[config.mk]
export PLATFORM = sky130hd
export DESIGN_NAME = osc_scan_scheduler
export DESIGN_NICKNAME = d
export VERILOG_FILES = /design/src/rtl/osc_scan_scheduler.sv
export SDC_FILE = /design/constraint.sdc
export NUM_CORES = 1
export LEC_CHECK = 0
export BUFFER_PORTS_ARGS = -buffer_cell sky130_fd_sc_hd__buf_2
export CELL_PAD_IN_SITES_DETAIL_PLACEMENT = 0
export CELL_PAD_IN_SITES_GLOBAL_PLACEMENT = 1
export CORE_ASPECT_RATIO = 1.25
export CORE_MARGIN = 2
export CORE_UTILIZATION = 43
export CTS_BUF_LIST = sky130_fd_sc_hd__clkbuf_4 sky130_fd_sc_hd__clkbuf_8 sky130_fd_sc_hd__clkbuf_16
export CTS_CLUSTER_DIAMETER = 120
export CTS_CLUSTER_SIZE = 28
export DETAILED_ROUTE_END_ITERATION = 8
export PLACE_DENSITY = 0.82
export SLEW_MARGIN = 30
export SYNTH_ARGS = -nofsm -noshare
export SYNTH_HDL_FRONTEND = slang
export SYNTH_SLANG_ARGS = --single-unit
[constraint.sdc]
create_clock -name clk -period 2.6 [get_ports clk]
set_clock_uncertainty 0.2 [all_clocks]
set_input_delay 0.13 -clock clk [delete_from_list [all_inputs] [get_ports clk]]
set_output_delay 0.13 -clock clk [all_outputs]
set_load 0.02 [all_outputs]
[src/rtl/osc_scan_scheduler.sv]
// osc_scan_scheduler: raster sequencer for the oscilloscope display.
// Each line is fetched from the store with a REQ/ACK handshake, shifted out
// LSB first on osc, and followed by a flyback. The CPU clock enable is raised
// only while the display is in flyback or idle. This keeps CPU store access
// and display fetches from ever overlapping.
module osc_scan_scheduler #(
    parameter int N_OSC       = 50,
    parameter int LINE_COUNT  = 32,
    parameter int TUBES       = 2,
    parameter int FLYBACK     = 4,
    parameter int ACK_TIMEOUT = 16,
    localparam int TW = $clog2(TUBES),
    localparam int LW = $clog2(LINE_COUNT)
) (
    input  logic             clk,
    input  logic             rst_n,
    input  logic             en,
    input  logic [TW-1:0]    tube_sel,
    output logic             line_req,
    output logic [TW+LW-1:0] line_addr,
    input  logic             line_ack,
    input  logic [N_OSC-1:0] line_data,
    output logic             osc,
    output logic             x_sync,
    output logic             y_sync,
    output logic             cpu_ce,
    output logic             err
);

    // One counter serves as the fetch timeout, the scan bit index and the
    // flyback length, so it is sized for the largest of the three.
    localparam int CMAX_A = (N_OSC > FLYBACK) ? N_OSC : FLYBACK;
    localparam int CMAX   = (CMAX_A > ACK_TIMEOUT) ? CMAX_A : ACK_TIMEOUT;
    localparam int CW     = $clog2(CMAX + 1);

    localparam logic [CW-1:0] SCAN_LAST = CW'(N_OSC - 1);
    localparam logic [CW-1:0] FLY_LAST  = CW'(FLYBACK - 1);
    localparam logic [CW-1:0] TO_LAST   = CW'(ACK_TIMEOUT - 1);
    localparam logic [LW-1:0] LINE_LAST = LW'(LINE_COUNT - 1);

    typedef enum logic [1:0] {
        IDLE    = 2'd0,
        FETCH   = 2'd1,
        SCAN    = 2'd2,
        FLYBACK_ST = 2'd3
    } state_t;

    state_t             state_q, state_d;
    logic [CW-1:0]      cnt_q, cnt_d;
    logic [LW-1:0]      line_q, line_d;
    logic [TW-1:0]      tube_q, tube_d;
    logic [N_OSC-1:0]   shift_q, shift_d;
    logic               err_q, err_d;
    logic               req_q, req_d;
    logic [TW+LW-1:0]   addr_q, addr_d;
    logic               osc_q, osc_d;
    logic               xs_q, xs_d;
    logic               ys_q, ys_d;
    logic               ce_q, ce_d;

    // Next state plus the output values that will be visible in that state,
    // so every output comes straight from a flop.
    always_comb begin
        // NOTE: every variable gets a default before the case; a path that
        // left one unassigned would infer a latch.
        state_d = state_q;
        cnt_d   = cnt_q;
        line_d  = line_q;
        tube_d  = tube_q;
        shift_d = shift_q;
        err_d   = err_q;
        addr_d  = addr_q;
        req_d   = 1'b0;
        ce_d    = 1'b0;
        osc_d   = 1'b0;
        xs_d    = 1'b0;
        ys_d    = 1'b0;

        case (state_q)
            IDLE: begin
                line_d = '0;
                if (en) begin
                    state_d = FETCH;
                    cnt_d   = '0;
                    tube_d  = tube_sel;
                    addr_d  = {tube_sel, {LW{1'b0}}};
                    req_d   = 1'b1;
                    ys_d    = 1'b1;
                end else begin
                    ce_d = 1'b1;
                end
            end

            FETCH: begin
                // ACK has priority over a timeout landing in the same cycle.
                if (line_ack || (cnt_q == TO_LAST)) begin
                    state_d = SCAN;
                    cnt_d   = '0;
                    if (line_ack) begin
                        osc_d   = line_data[0];
                        shift_d = line_data >> 1;
                    end else begin
                        shift_d = '0;
                        err_d   = 1'b1;
                    end
                end else begin
                    cnt_d = cnt_q + CW'(1);
                    req_d = 1'b1;
                end
            end

            SCAN: begin
                if (cnt_q == SCAN_LAST) begin
                    state_d = FLYBACK_ST;
                    cnt_d   = '0;
                    ce_d    = 1'b1;
                    xs_d    = 1'b1;
                end else begin
                    cnt_d   = cnt_q + CW'(1);
                    osc_d   = shift_q[0];
                    shift_d = shift_q >> 1;
                end
            end

            FLYBACK_ST: begin
                if (cnt_q == FLY_LAST) begin
                    cnt_d = '0;
                    if (en) begin
                        state_d = FETCH;
                        req_d   = 1'b1;
                        if (line_q == LINE_LAST) begin
                            // New frame: pick up the tube selection here only.
                            line_d = '0;
                            tube_d = tube_sel;
                            addr_d = {tube_sel, {LW{1'b0}}};
                            ys_d   = 1'b1;
                        end else begin
                            line_d = line_q + LW'(1);
                            addr_d = {tube_q, line_q + LW'(1)};
                        end
                    end else begin
                        state_d = IDLE;
                        line_d  = '0;
                        ce_d    = 1'b1;
                    end
                end else begin
                    cnt_d = cnt_q + CW'(1);
                    ce_d  = 1'b1;
                end
            end

            default: begin
                state_d = IDLE;
            end
        endcase
    end

    // State register.
    always_ff @(posedge clk or negedge rst_n) begin
        if (!rst_n) begin
            state_q <= IDLE;
        end else begin
            // NOTE: non-blocking assignments in clocked logic so every flop
            // samples the pre-edge values regardless of statement order.
            state_q <= state_d;
        end
    end

    // Datapath and registered outputs.
    always_ff @(posedge clk or negedge rst_n) begin
        if (!rst_n) begin
            cnt_q   <= '0;
            line_q  <= '0;
            tube_q  <= '0;
            // NOTE: the line shift register is small flop storage, not a
            // RAM, so it is reset with everything else.
            shift_q <= '0;
            err_q   <= 1'b0;
            req_q   <= 1'b0;
            addr_q  <= '0;
            osc_q   <= 1'b0;
            xs_q    <= 1'b0;
            ys_q    <= 1'b0;
            ce_q    <= 1'b0;
        end else begin
            cnt_q   <= cnt_d;
            line_q  <= line_d;
            tube_q  <= tube_d;
            shift_q <= shift_d;
            err_q   <= err_d;
            req_q   <= req_d;
            addr_q  <= addr_d;
            osc_q   <= osc_d;
            xs_q    <= xs_d;
            ys_q    <= ys_d;
            ce_q    <= ce_d;
        end
    end

    assign line_req  = req_q;
    assign line_addr = addr_q;
    assign osc       = osc_q;
    assign x_sync    = xs_q;
    assign y_sync    = ys_q;
    assign cpu_ce    = ce_q;
    assign err       = err_q;

    // The store is never granted to the CPU while a display fetch is pending.
    a_store_mutex: assert property (@(posedge clk) disable iff (!rst_n)
        !(req_q && ce_q));

endmodule

Yosys cells after proc, flatten, opt, wreduce, memory -nomap -nowiden:

Cells that the tools add are included.

* flip-flop bits (word level): 76
* output and inout bits: 12
* input bits: 55
* logic and storage cells: 85

* reduce and logical (&&, ||, !) cells: 10
* bitwise logic cells: 1
* add/subtract/negate cells: 2
* equality and inequality tests: 14
* mux-type cells: 46

Operators with widths (count)
* two-way mux 50 bit: 2
* one-hot mux 50 bit (2 select lines): 1
* two-way mux 49 bit: 1
* two-way mux 6 bit: 8
* one-hot mux 6 bit (4 select lines): 1
* two-way mux 1 bit: 18
* two-way mux 5 bit: 3
* inequality test 2 bit (second input constant): 7
* one-hot mux 6 bit (2 select lines): 1
* one-hot mux 5 bit (2 select lines): 1
* two-way mux 2 bit: 4
* one-hot mux 2 bit (4 select lines): 1
* AND reduction 4 bit: 2
* adder 6 x 1 -> 6 bit (second input constant): 1
* == test 6 x 2 -> 1 bit (second input constant): 1
* == test 6 x 4 -> 1 bit (second input constant): 1
* == test 6 bit (second input constant): 1
* one-hot mux 1 bit (2 select lines): 3
* one-hot mux 1 bit (3 select lines): 2
* AND reduction 3 bit: 2
* adder 5 x 1 -> 5 bit (second input constant): 1
* == test 5 bit (second input constant): 1
* AND reduction 5 bit: 1
* == test 2 bit (second input constant): 2
* other kinds (6): 7

Logic depth before layout (Yosys ltp):

Gate-level depths: netlist of run 1.

* word-level depth: 5
* gate-level depth with buffers: 9
* mapped depth without buffers: 7

Least setup slack after synthesis of run 1:

Ideal clock, no wire load.

* path type: register to register
* from: register state_q[0]
* to: register tube_q
* library setup time: 127 ps
* period minus slack after synthesis: 2030 ps
* stages on the path, launching flop included: 8
* data required time: 2273 ps
* path slack: 570 ps
* buffers on the path: 0
* data arrival time: 1702 ps
* cell sequence: dfrtp_1 > inv_1 > ha_1 > nor2b_1 > a31oi_1 > nor2_1 > nand2_1 > mux2_1

* longest elaborated chain between the ends: 3
* elaborated cells on any way between the ends: 9
* classes of those cells: eq/ne (5); mux (1); reduce/logical (3)

Ends and longest elaborated chain
* start: declaration: RTL line 48 `state_t state_q, state_d;`
* start signal: assignment: RTL line 165 `state_q <= state_d;`
* == test 2 bit or logical NOT 2 bit (tied branches): RTL line 79 `case (state_q)`
* inequality test 2 bit (no source line) or nonzero test 2 bit (tied branches)
* AND reduction 5 bit (no source line)
* end signal: assignment: RTL line 188 `tube_q <= tube_d;`
* end: declaration: RTL line 51 `logic [TW-1:0] tube_q, tube_d;`

Parallel ways exist; a longest one is shown, timed or not.
A chain may end at the register's enable or synchronous reset.

Worst setup path in the final report of run 1:

* from: register cnt_q[0]
* to: register state_q[1]

* longest elaborated chain between the ends: 4
* elaborated cells on any way between the ends: 8
* classes of those cells: eq/ne (6); reduce/logical (2)

Ends and longest elaborated chain
* start: declaration: RTL line 49 `logic [CW-1:0] cnt_q, cnt_d;`
* start signal: assignment: RTL line 186 `cnt_q <= cnt_d;`
* == test 6 x 4 -> 1 bit: RTL line 96 `if (line_ack || (cnt_q == TO_LAST)) begin`
* logical OR 1 bit: RTL line 96
* inequality test 2 bit (no source line)
* AND reduction 4 bit (no source line) (*)

Every way passes the cells marked *; elsewhere a longest branch is shown, timed or not.

==> flow_summary.ini, run 1 <==
[timing]
setup_tns_ps = 0
maxSlewHeadroom_pct = 54.3
fin_crit_sh_pct = 88.5
fmax_mhz = 435
tightest_slew_ps = 685
rsz0062_at_grt = false
final_max_slew_viol_count = 0
setup_viol = 0
worst_slack_ps = 299
hold_slack_ps = 170
hold_violations = 0
min_period_ps = 2300

[cells_and_area]
final_core_util_pct = 57.5
layout_commonest_cell = dfrtp_1
final_area_um2 = 4690
finalNonFillerCells = 567
areaGrowthSynthToFinish_pct = 30.8
final_nets = 529
final_cell_mix = 75 x dfrtp_1, 65 x buf_2, 54 x dlygate4sd3_1, 51 x nor2_1, 47 x a22oi_1
num_antenna_cells = 0
layout-drive-gt1-share_pct = 24.5
fillCellCount = 739

[critical_path]
cp-start-kind = flop
crit_fanout = 6
critical_path.slowest_cell = nor4_1
cp_cell_sequence = ha_1 > nor3b_4 > a31oi_1 > nor4_1 > mux2_1
crit_path_start = cnt_q[0]
timing.critical_path.buf_inv = 0
worstSetupPathType = flop to flop
end_kind = flop
r2r-start = cnt_q[0]
crit_arrival_ps = 2340
r2r_end = state_q[1]
crit_path_max_incr_delay_ps = 460
crit_family = simple AND/OR/NAND/NOR gates
ff2ff_path_depth = 5
critical_path_required_ps = 2640
r2r_slack_ps = 300

[worst_hold_path]
hp-class = input pin to asynchronous set/reset pin

[yosys]
synth.area.top_cells = dfrtp_1 52%, a22oi_1 9.8%, nor2_1 5.3%
synth_edf_count = 0
syn_avg_cell_area_um2 = 10.1
syn_inst = 354
yosys_warnings = 0
synth_ff_type = dfrtp_1
synth_top_area_cell = dfrtp_1
synth_cell_types = 42
netlist_area_um2 = 3580
ys_async_sr_fraction_pct = 100
yosys_register_bits = 75
synth_top_area_share_pct = 52.4
syn-num-nets = 417
seq_area_frac_synth_pct = 52.4

[clock_network]
clock_latency_ps = 350
ctsLongestPathBuffers = 2
clk_pin_slew_ps = 70
cts_tree = yes
cts-root-buf = clkbuf_8
cts_buffers = 9
htreeDepth = 3
clock-sinks = 75

[place]
place_area_um2 = 3960
numPortBuffers = 66
placed_cells = 498
post-place-ws_ps = 396
dp_hpwl_mm = 4.91
gp_congestion = 0.841

[floorplan]
fp.dieArea_um2 = 9090
dieHeight_um = 106
core_area_um2 = 8150
ioPinCount = 67
row_count = 37
initial_core_util_pct = 44.0
fp.dieW_um = 85.7

[power]
p_total_mw = 5.54
power.density_nw_per_um2 = 1180
power.switching_mw = 2.31
clkPwrFrac_pct = 15.9
sequentialPowerShare_pct = 35.7
peakVddDrop_mv = 0.852
swShare_pct = 41.7
p_leak_nw = 2.19
p_int_mw = 3.23
power.share.combinational_pct = 48.4

[global_route]
grt_max_degree = 99
grt_usage_pct = 18.9
grt_pass1_vias = 3055
antenna_found_initial = 0
overflow = 0
grt_pass1_wl_mm = 13.7

[run]
drv_cap = 0

[routing]
drcViolationCount = 0
detail-route-antenna-nets = 0
drt_iter0_markers = 209
avgViaCountPerCell = 5.36
avgRoutedWirePerCell_um = 14.1
num_vias = 3038
firstDrtPassIters = 5
routed_wl_mm = 8.02

[outcome]
status = complete, no violations
synth_stat cells (2+ instances only):
| cell | count |
|---|---|
| nand2_1 | 16 |
| ha_1 | 8 |
| a22oi_1 | 47 |
| nor3_1 | 3 |
| mux2_1 | 2 |
| a21oi_1 | 36 |
| buf_4 | 4 |
| nor4_1 | 3 |
| nor2_1 | 51 |
| buf_8 | 2 |
| inv_1 | 8 |
| clkbuf_1 | 9 |
| buf_2 | 7 |
| a21oi_2 | 20 |
| and3_1 | 4 |
| xor2_1 | 2 |
| nand3_1 | 9 |
| and2_1 | 2 |
| nor2b_1 | 3 |
| o21ai_0 | 8 |
| a31oi_1 | 3 |
| nand2b_1 | 6 |
| a21o_1 | 7 |
| buf_6 | 2 |
| dfrtp_1 | 75 |
how the worst max path moves through the flow:
stage,end,slack (ps),cells past startpoint
after floorplan,tube_q,570,7
after global placement,state_q[1],420,5
after detailed placement,state_q[1],400,5
after CTS,shift_q[44],370,7
after global routing,cnt_q[2],150,6
final,state_q[1],300,5
cells by family (layout without fill, tap and decap cells):
group / Yosys count / count (layout) / synth area share (%)
adders and majority gates: 8 / 8 / 2.79
DFF: 75 / 75 / 52.4
AOI/OAI and AO/OA: 131 / 131 / 25.2
buffers and inverters: 33 / 149 / 5.17
muxes: 3 / 3 / 0.907
and+or+nand+nor: 102 / 102 / 13.1
xor gates and xnor gates: 2 / 2 / 0.489
timing repair:
| action | in CTS | in global routing |
|---|---|---|
| hold buffers | 54 | 0 |
| resized for setup | 0 | 0 |
| endpoints found under the hold margin | 130 | 0 |
| buffers inserted | 0 | 0 |
power groups by stage:
stage / sequential [mW] / clock (mW) / combinational [mW]
floorplan: 1.98 / 0 / 2.24
global placement: 1.98 / 0 / 2.56
detailed placement: 2.00 / 0 / 2.64
CTS: 1.98 / 0.908 / 2.70
global route: 2.04 / 0.953 / 3.02
finish: 1.98 / 0.878 / 2.68
registers in the layout (all words and copies together), names as in the netlist:
register   count
shift_q       49
cnt_q          6
x_sync         1
osc            1
line_req       1
state_q        2
tube_q         1
line_addr      6
line_q         5
y_sync         1
err            1
cpu_ce         1
worst register-to-register path, cell delays in order, from the launching register on:
cell     delay, ps
dfrtp_1        420
ha_1           230
nor3b_4        300
a31oi_1        230
nor4_1         460
mux2_1         360
metal layers:
layer	global-route usage [%]	vias to the layer above	wire, µm
met1	23.8	1471	3630
met5	0	-	0
met2	31.1	64	3940
li1	-	1489	-
met4	9.18	0	149
met3	3.34	14	297
area by class of cell:
type	count	area (µm²)	share of cell area, %
clock buffers	12	146	3.12
clock inverters	3	40.0	0.854
inverters	8	30.0	0.641
multi-input cells	246	1540	32.8
flip-flops and latches	75	1880	40.0
well taps	97	121	2.59
repair buffers	126	935	19.9
No activity file was read; power rests on OpenSTA's default activity.
==> run 2, diff against run 1 <==
REMOVE_ABC_BUFFERS = 1   (was unset)
==> run 2 against run 1 <==
Against the previous run: clock power is 3.4% higher; sequential share of layout area is 0.22 points lower; total power is 1.4% higher; setup slack better by 30 ps; worst hold slack worse by 120 ps; flip-flop and latch count stayed put; combinational power is 2% higher; first-iteration DRC count is 8.6% lower; die area stayed put.
==> flow_summary.ini, run 2 (synthesized netlist as in run 1, its figures left out) <==
[critical_path]
crit_family = compound AO/OA/AOI/OAI gates
end_kind = flop
crit_arrival_ps = 2310
cp_cell_sequence = ha_1 > nor3b_4 > a31oi_1 > o31ai_2 > a21oi_1 > a21o_1
crit_fanout = 6
critical_path_required_ps = 2640
timing.critical_path.buf_inv = 0
critical_path.slowest_cell = o31ai_2
worstSetupPathType = flop to flop
crit_path_max_incr_delay_ps = 540
cp-start-kind = flop

[power]
peakVddDrop_mv = 0.918
power.density_nw_per_um2 = 1190
p_total_mw = 5.62
p_leak_nw = 2.19

[global_route]
grt_usage_pct = 18.4
met3_usage_pct = 4.35
overflow = 0
busiest_layer = met2
use_met1_pct = 23.4
antenna_found_initial = 0
grt_pass1_wl_mm = 13.6
met2_usage_pct = 31.1
grt_pass1_vias = 2994
grt_max_degree = 76

[clock_network]
cts-root-buf = clkbuf_8
clk_pin_slew_ps = 80
clock-sinks = 75
cts_tree = yes
cts_buffers = 9
clock_latency_ps = 350
ctsLongestPathBuffers = 2
htreeDepth = 3
post_cts_buffers = 0

[routing]
detail-route-antenna-nets = 0
avgRoutedWirePerCell_um = 13.7
drt_iter0_markers = 191
routed_wl_mm = 7.74
avgViaCountPerCell = 5.24
num_vias = 2973
drcViolationCount = 0
firstDrtPassIters = 6

[floorplan]
core_area_um2 = 8150
row_count = 37
fp.dieArea_um2 = 9090
ioPinCount = 67
dieHeight_um = 106
initial_core_util_pct = 44.0
fp.dieW_um = 85.7

[timing]
setup_viol = 0
fin_crit_sh_pct = 87.4
maxSlewHeadroom_pct = 54.9
hold_slack_ps = 46.3
fmax_mhz = 440
tightest_slew_ps = 677
rsz0062_at_grt = false
final_max_slew_viol_count = 0
min_period_ps = 2270
hold_violations = 0

[cells_and_area]
final_nets = 528
areaGrowthSynthToFinish_pct = 31.5
fillCellCount = 717
layout_commonest_cell = dfrtp_1
layout-drive-gt1-share_pct = 24.7
num_antenna_cells = 0
finalNonFillerCells = 567
final_cell_mix = 75 x dfrtp_1, 65 x buf_2, 53 x dlygate4sd3_1, 51 x nor2_1, 47 x a22oi_1
largest_register_ff_count = 49
largest_register = shift_q

[place]
numPortBuffers = 66
placed_cells = 498
gp_congestion = 0.862
dp_hpwl_mm = 4.81

[worst_hold_path]
hp-class = input pin to flop

[outcome]
status = complete, no violations

[run]
drv_cap = 0
## run 2: per-stage QoR
step	utilization (%)	setup slack (ps)	cell area [µm²]	setup TNS, ps
after floorplan	-	-1370	3430	-65540
after global placement	48.9	417	3980	0
after detailed placement	48.9	350	3980	0
after CTS	57.8	339	4710	0
after global routing	57.8	119	4710	0
final	57.8	329	4710	0
## run 2: layer usage
| layer | share of wire [%] | wire length [µm] |
|---|---|---|
| met5 | 0 | 0 |
| met4 | 1.1 | 89 |
| met3 | 5.2 | 402 |
| met2 | 49 | 3790 |
| met1 | 45 | 3460 |
## run 2: what timing repair did
action / in CTS / in global routing
resized for setup: 0 / 0
hold buffers: 53 / 0
endpoints found under the hold margin: 132 / 0
## run 2: cell type report
cell class,instances,area (µm²),share of cell area (%)
flip-flops and latches,75,1880,39.8
multi-input cells,246,1540,32.6
repair buffers,125,950,20.1
clock buffers,9,124,2.63
well taps,97,121,2.57
clock inverters,7,73.8,1.57
inverters,8,30.0,0.637
## run 2: power by group
group          switching [mW]  leakage [nW]  total, mW  internal [mW]
clock                   0.458         0.100      0.908          0.450
sequential              0.273         0.926       1.97           1.70
combinational            1.61          1.16       2.73           1.12
total                    2.34          2.19       5.62           3.27
## run 2: path summary, 6_finish.rpt
kind | slack, ps | from | end | depth (start not counted)
max in group asynchronous | 1560 | rst_n | shift_q[34] | 2
min in group asynchronous | 170 | rst_n | line_q[2] | 2
worst min register to register | 280 | line_addr[2] | line_addr[2] | 2
worst max register to register | 330 | cnt_q[0] | cnt_q[5] | 6
worst min-delay path | 50 | line_data[40] | shift_q[39] | 4
worst max-delay path | 330 | cnt_q[0] | cnt_q[5] | 6
## run 2: worst min-delay path, stage by stage
cell	delay (ps)
buf_2	90
and3_1	160
a21oi_1	60
a21oi_2	120
